`src/rtl/regfile_writeback_queue_if.sv`:
```
// Bundle of handshake, register-file write-port and forwarding signals for regfile_writeback_queue.
// master = writeback sources / register file side, slave = the queue itself.
interface regfile_writeback_queue_if #(
    parameter int DEPTH  = 4,
    parameter int DATA_W = 32,
    parameter int ADDR_W = 5
);
    localparam int CW = $clog2(DEPTH) + 1;

    logic              flush;
    logic              in_valid;
    logic              in_ready;
    logic [ADDR_W-1:0] in_addr;
    logic [DATA_W-1:0] in_data;
    logic              rf_stall;
    logic [ADDR_W-1:0] rf_a3;
    logic              rf_we3;
    logic [DATA_W-1:0] rf_wd3;
    logic [ADDR_W-1:0] fwd_a1;
    logic [ADDR_W-1:0] fwd_a2;
    logic              fwd_hit1;
    logic              fwd_hit2;
    logic [DATA_W-1:0] fwd_data1;
    logic [DATA_W-1:0] fwd_data2;
    logic [CW-1:0]     count;

    modport master (
        output flush, in_valid, in_addr, in_data, rf_stall, fwd_a1, fwd_a2,
        input  in_ready, rf_a3, rf_we3, rf_wd3, fwd_hit1, fwd_hit2, fwd_data1, fwd_data2, count
    );

    modport slave (
        input  flush, in_valid, in_addr, in_data, rf_stall, fwd_a1, fwd_a2,
        output in_ready, rf_a3, rf_we3, rf_wd3, fwd_hit1, fwd_hit2, fwd_data1, fwd_data2, count
    );
endinterface

```
`src/rtl/regfile_writeback_queue.sv`:
```
// In-order writeback FIFO draining one result per cycle onto the register file write port.
// Optional read-port forwarding from queued entries is built when WBQ_FORWARD_EN is defined.
module regfile_writeback_queue #(
    parameter int DEPTH  = 4,
    parameter int DATA_W = 32,
    parameter int ADDR_W = 5
) (
    input logic                     clk,
    input logic                     rst_n,
    regfile_writeback_queue_if.slave bus
);
    localparam int PW = $clog2(DEPTH);
    localparam int CW = PW + 1;

    logic [ADDR_W-1:0] addr_q [DEPTH];
    logic [DATA_W-1:0] data_q [DEPTH];
    logic [PW-1:0]     head_q;
    logic [PW-1:0]     tail_q;
    logic [CW-1:0]     count_q;

    logic not_empty;
    logic store;
    logic pop;

    assign not_empty = (count_q != '0);
    // Register 0 writes handshake but are never stored; flush drops a same-cycle push.
    assign store     = bus.in_valid && bus.in_ready && (bus.in_addr != '0) && !bus.flush;
    assign pop       = bus.rf_we3;

    assign bus.in_ready = (count_q != CW'(DEPTH));
    assign bus.rf_we3   = not_empty && !bus.rf_stall && !bus.flush;
    assign bus.rf_a3    = not_empty ? addr_q[head_q] : '0;
    assign bus.rf_wd3   = not_empty ? data_q[head_q] : '0;
    assign bus.count    = count_q;

    // NOTE: sequential state uses non-blocking assignments so every flop samples pre-edge values.
    always_ff @(posedge clk or negedge rst_n) begin
        if (!rst_n) begin
            head_q  <= '0;
            tail_q  <= '0;
            count_q <= '0;
        end else if (bus.flush) begin
            head_q  <= '0;
            tail_q  <= '0;
            count_q <= '0;
        end else begin
            if (store) tail_q <= tail_q + PW'(1);
            if (pop)   head_q <= head_q + PW'(1);
            case ({store, pop})
                2'b10:   count_q <= count_q + CW'(1);
                2'b01:   count_q <= count_q - CW'(1);
                default: count_q <= count_q;
            endcase
        end
    end

    // NOTE: entry storage has no reset; contents are only observed while count marks them occupied.
    always_ff @(posedge clk) begin
        if (store) begin
            addr_q[tail_q] <= bus.in_addr;
            data_q[tail_q] <= bus.in_data;
        end
    end

`ifdef WBQ_FORWARD_EN
    logic [ADDR_W-1:0] fwd_addr [2];
    logic              fwd_hit  [2];
    logic [DATA_W-1:0] fwd_val  [2];

    assign fwd_addr[0] = bus.fwd_a1;
    assign fwd_addr[1] = bus.fwd_a2;

    // Scan oldest to youngest so the youngest match overwrites older ones.
    // NOTE: every always_comb output gets a default first so no path can infer a latch.
    always_comb begin
        logic [PW-1:0] idx;
        idx = '0;
        for (int p = 0; p < 2; p++) begin
            fwd_hit[p] = 1'b0;
            fwd_val[p] = '0;
            for (int i = 0; i < DEPTH; i++) begin
                idx = head_q + PW'(i);
                if ((CW'(i) < count_q) && (fwd_addr[p] != '0) && (addr_q[idx] == fwd_addr[p])) begin
                    fwd_hit[p] = 1'b1;
                    fwd_val[p] = data_q[idx];
                end
            end
        end
    end

    assign bus.fwd_hit1  = fwd_hit[0];
    assign bus.fwd_hit2  = fwd_hit[1];
    assign bus.fwd_data1 = fwd_val[0];
    assign bus.fwd_data2 = fwd_val[1];
`else
    assign bus.fwd_hit1  = 1'b0;
    assign bus.fwd_hit2  = 1'b0;
    assign bus.fwd_data1 = '0;
    assign bus.fwd_data2 = '0;
`endif
endmodule

```
`src/flat_wrapper.sv`:
```
// flat-port wrapper written by rule: the top's interface ports become plain ports
module regfile_writeback_queue_flat 
#(
    parameter int DEPTH  = 4,
    parameter int DATA_W = 32,
    parameter int ADDR_W = 5
)
  (clk, rst_n, bus_flush, bus_in_valid, bus_in_addr, bus_in_data, bus_rf_stall, bus_fwd_a1, bus_fwd_a2, bus_in_ready, bus_rf_a3, bus_rf_we3, bus_rf_wd3, bus_fwd_hit1, bus_fwd_hit2, bus_fwd_data1, bus_fwd_data2, bus_count);
  regfile_writeback_queue_if #(.DEPTH(DEPTH), .DATA_W(DATA_W), .ADDR_W(ADDR_W)) bus_i ();
  input logic clk;
  input logic rst_n;
  input wire logic [$bits(bus_i.flush)-1:0] bus_flush;
  input wire logic [$bits(bus_i.in_valid)-1:0] bus_in_valid;
  input wire logic [$bits(bus_i.in_addr)-1:0] bus_in_addr;
  input wire logic [$bits(bus_i.in_data)-1:0] bus_in_data;
  input wire logic [$bits(bus_i.rf_stall)-1:0] bus_rf_stall;
  input wire logic [$bits(bus_i.fwd_a1)-1:0] bus_fwd_a1;
  input wire logic [$bits(bus_i.fwd_a2)-1:0] bus_fwd_a2;
  output wire logic [$bits(bus_i.in_ready)-1:0] bus_in_ready;
  output wire logic [$bits(bus_i.rf_a3)-1:0] bus_rf_a3;
  output wire logic [$bits(bus_i.rf_we3)-1:0] bus_rf_we3;
  output wire logic [$bits(bus_i.rf_wd3)-1:0] bus_rf_wd3;
  output wire logic [$bits(bus_i.fwd_hit1)-1:0] bus_fwd_hit1;
  output wire logic [$bits(bus_i.fwd_hit2)-1:0] bus_fwd_hit2;
  output wire logic [$bits(bus_i.fwd_data1)-1:0] bus_fwd_data1;
  output wire logic [$bits(bus_i.fwd_data2)-1:0] bus_fwd_data2;
  output wire logic [$bits(bus_i.count)-1:0] bus_count;
  assign bus_i.flush = bus_flush;
  assign bus_i.in_valid = bus_in_valid;
  assign bus_i.in_addr = bus_in_addr;
  assign bus_i.in_data = bus_in_data;
  assign bus_i.rf_stall = bus_rf_stall;
  assign bus_i.fwd_a1 = bus_fwd_a1;
  assign bus_i.fwd_a2 = bus_fwd_a2;
  assign bus_in_ready = bus_i.in_ready;
  assign bus_rf_a3 = bus_i.rf_a3;
  assign bus_rf_we3 = bus_i.rf_we3;
  assign bus_rf_wd3 = bus_i.rf_wd3;
  assign bus_fwd_hit1 = bus_i.fwd_hit1;
  assign bus_fwd_hit2 = bus_i.fwd_hit2;
  assign bus_fwd_data1 = bus_i.fwd_data1;
  assign bus_fwd_data2 = bus_i.fwd_data2;
  assign bus_count = bus_i.count;
  regfile_writeback_queue #(.DEPTH(DEPTH), .DATA_W(DATA_W), .ADDR_W(ADDR_W)) u_core (.clk(clk), .rst_n(rst_n), .bus(bus_i));
endmodule
```
`config.mk`:
```
export PLATFORM = sky130hd
export DESIGN_NAME = regfile_writeback_queue_flat
export DESIGN_NICKNAME = d
export VERILOG_FILES = /design/src/rtl/regfile_writeback_queue_if.sv /design/src/rtl/regfile_writeback_queue.sv /design/src/flat_wrapper.sv
export SDC_FILE = /design/constraint.sdc
export NUM_CORES = 1
export LEC_CHECK = 0
export CAP_MARGIN = 20
export CORE_MARGIN = 5
export CORE_UTILIZATION = 45
export CTS_BUF_LIST = sky130_fd_sc_hd__clkbuf_4
export DETAILED_ROUTE_END_ITERATION = 6
export PLACE_DENSITY = 0.77
export SETUP_SLACK_MARGIN = 0.2
export SYNTH_ARGS = -nofsm -noshare
export SYNTH_HDL_FRONTEND = slang
export SYNTH_SLANG_ARGS = --single-unit
```
`constraint.sdc`:
```
create_clock -name clk -period 3.8 [get_ports clk]
set_input_delay 0.76 -clock clk [delete_from_list [all_inputs] [get_ports clk]]
set_output_delay 0.76 -clock clk [all_outputs]
set_load 0.02 [all_outputs]
```
==> flow_metrics.env <==
export IMPL_status="completed"
export IMPL_grt_pass1_vias=3244
export IMPL_synthAdderAreaFrac_pct=1.07
export IMPL_synth_compound_area_share_pct=0.400
export IMPL_rrSetupSlack_ns=0.97
export IMPL_routed_wl_um=11500
export IMPL_maxCapViolations=0
export IMPL_dieArea_um2=17100
export IMPL_ys_seq_area_share_pct=70.3
export IMPL_drc_errors=0
export IMPL_yosysWarnings=0
export IMPL_tightest_slew_ns=1.03
export IMPL_netlist_instances=350
export IMPL_clk_path_buf_depth=2
export IMPL_min_period_ns=3.40
export IMPL_synth_avg_cell_area_um2=18.8
export IMPL_cts_hold_buf=0
export IMPL_worstPathMaxFanout=15
export IMPL_reg2reg_depth=8
export IMPL_drive_gt1_share_pct=18.8
export IMPL_final_net_count=502
export IMPL_fin_setup_tns_ns=0
export IMPL_setup_viol=0
export IMPL_diodes=0
export IMPL_grt_start_max_net_pins=38
export IMPL_num_rows=44
export IMPL_core_area_um2=14400
export IMPL_cts_sink_count=155
export IMPL_fin_crit_sh_pct=89.4
export IMPL_synth_enable_flop_cells=148
export IMPL_hold_path_class="in2async"
export IMPL_gp_congestion=0.726
export IMPL_startpoint="u_core.head_q[0]"
export IMPL_syn_cell_area_um2=6570
export IMPL_power_density_nw_per_um2=669
export IMPL_die_h_um=131
export IMPL_worst_endpoint_arrival_ns=2.64
export IMPL_post_cts_repair_setup_buffers=0
export IMPL_drtAntennaViolNets=0
export IMPL_rr_startpoint="u_core.bus.count[0]"
export IMPL_ys_ff_latch=155
export IMPL_final_hold_worst_slack_ns=0.474
export IMPL_grt_pass1_wl_um=17600
export IMPL_slew_viol_final=0
export IMPL_first_pass_iters=4
export IMPL_gr_usage_all_layers_pct=14.0
export IMPL_area_growth_pct=18.1
export IMPL_fillers=1134
export IMPL_synth_xor_area_share_pct=0.648
export IMPL_yosys_area_share_simple_pct=5.52
export IMPL_rsz0062_at_grt="false"
export IMPL_hpwl_um=7390
export IMPL_crit_required_ns=3.04
export IMPL_cts_root_buf="clkbuf_4"
export IMPL_fmax_mhz=294
export IMPL_synth_top_family_by_area="multiplexers"
export IMPL_cts_buffers=17
export IMPL_slew_headroom_pct=31.3
export IMPL_vias_per_cell=4.82
export IMPL_criticalPathCategory="reg2out"
export IMPL_ir_worst_vdd_mv=0.514
export IMPL_worstReg2RegEnd="u_core.bus.count[2]"
export IMPL_fin_skew_ns=0.0133
export IMPL_clkSlewWorstSetupHoldPaths_ns=0.13
export IMPL_first_iter_violations=116
export IMPL_cts_tree="done"
export IMPL_ys_flop_type="edfxtp_1"
export IMPL_finalHoldViolCount=0
export IMPL_async_flop_share_pct=4.52
export IMPL_clk_latency_ns=0.53
export IMPL_routedWlPerCell_um=17.9
export IMPL_synthMuxAreaShare_pct=13.5
export IMPL_antenna_found_initial=0
export IMPL_overflow=0
export IMPL_io_pins=160
export IMPL_io_buffers=83
export IMPL_ys_types=27
export IMPL_die_w_um=131
export IMPL_cp_start_kind="register"
export IMPL_h_tree_depth=4
export IMPL_start_util_pct=45.5
export IMPL_vias=3096
export IMPL_leakage_uw=0.00259
export IMPL_endpoint_kind="output pin"
## layer usage
metal  global-route usage (%)  vias to the layer above  routed length [µm]
li1                         -                     1392                   -
met1                     17.3                     1558                4740
met2                     23.2                      136                5720
met3                     5.08                       10                 929
met4                     4.30                        0                 125
met5                        0                        -                   0
## how the worst max path moves through the flow
| stage | to | slack, ns |
|---|---|---|
| after floorplan | u_core.bus.count[2] | 0.92 |
| after global placement | u_core.bus.count[2] | 0.58 |
| after detailed placement | u_core.bus.count[2] | 0.51 |
| after CTS | bus_rf_wd3[16] | 0.23 |
| after global routing | bus_rf_wd3[12] | 0.22 |
| final | bus_rf_wd3[13] | 0.40 |
## state kept, by name (all words and copies together) (netlist names)
register / flops
u_core.bus.count: 3
u_core.addr_q: 20
u_core.head_q: 2
u_core.tail_q: 2
u_core.data_q: 128
## cells in the mapped netlist, types with 2 or more instances
| cell | number | area share, % |
|---|---|---|
| buf_2 | 5 | 0.38 |
| inv_1 | 2 | 0.11 |
| mux2_1 | 2 | 0.34 |
| xnor2_1 | 3 | 0.40 |
| dfrtp_1 | 7 | 2.7 |
| nor2_1 | 8 | 0.46 |
| ha_1 | 4 | 0.76 |
| buf_4 | 66 | 7.5 |
| nor3_1 | 2 | 0.15 |
| clkbuf_1 | 7 | 0.40 |
| nand2b_1 | 2 | 0.19 |
| nor2b_1 | 39 | 3.7 |
| mux2i_1 | 3 | 0.46 |
| mux4_2 | 37 | 13 |
| edfxtp_1 | 148 | 68 |
| and2_1 | 4 | 0.38 |
## placed cells by master, fill, tap and decap left out, drive strengths merged
cell type,count
edfxtp,148
clkdlybuf4s50,83
conb,66
nor2b,39
mux4,37
clkbuf,18
nor2,8
dfrtp,7
buf,7
clkinv,6
and2,5
inv,5
ha,4
bufinv,4
xnor2,3
mux2i,3
mux2,2
nand2b,2
nor3,2
or4,1
or3b,1
o211ai,1
xor2,1
o21ai,1
or3,1
nor3b,1
fa,1
clkinvlp,1
## cells by family after synthesis
kind of cell | after synthesis
multiplexers | 42
other | 1
AO/OA/AOI/OAI | 2
AND/OR/NAND/NOR | 60
flip-flops | 155
XOR/XNOR | 4
adder cells (fa/ha/maj) | 5
buffers and inverters | 81
## cell type report
cell class	instances	area, µm²	area share, %
well taps	184	230	2.97
clock buffers	18	135	1.74
clock inverters	14	193	2.48
multi-input cells	179	1650	21.2
inverters	2	7.51	0.0968
repair buffers	90	921	11.9
flip-flops and latches	155	4620	59.6
## power by group
part,switching (µW),total [µW],internal (µW)
Clock,571,1100,534
Sequential,96.7,2100,2000
Combinational,1020,1990,969
## timing repair
item,in CTS,in global routing
hold endpoints to repair,0,0
endpoints found under the setup margin,0,23
resized for setup,0,1
## worst max-delay path: stages, from the launching register on
cell and delay [ns]:
dfrtp_4 0.63, buf_12 0.22, mux4_2 0.51, nor2b_1 0.17
clkdlybuf4s50_1 0.56
## metrics by stage
stage	instances	total power, µW	utilization, %	cell area (µm²)	worst slack (ns)
after floorplan	415	3310	-	6810	0.918
after global placement	610	4130	51.5	7430	0.579
after detailed placement	610	4160	51.5	7430	0.506
after CTS	642	5260	53.8	7750	0.226
after global routing	642	5470	53.8	7760	0.223
final	642	5190	53.8	7760	0.404
Power figures use the tool's default switching activity.
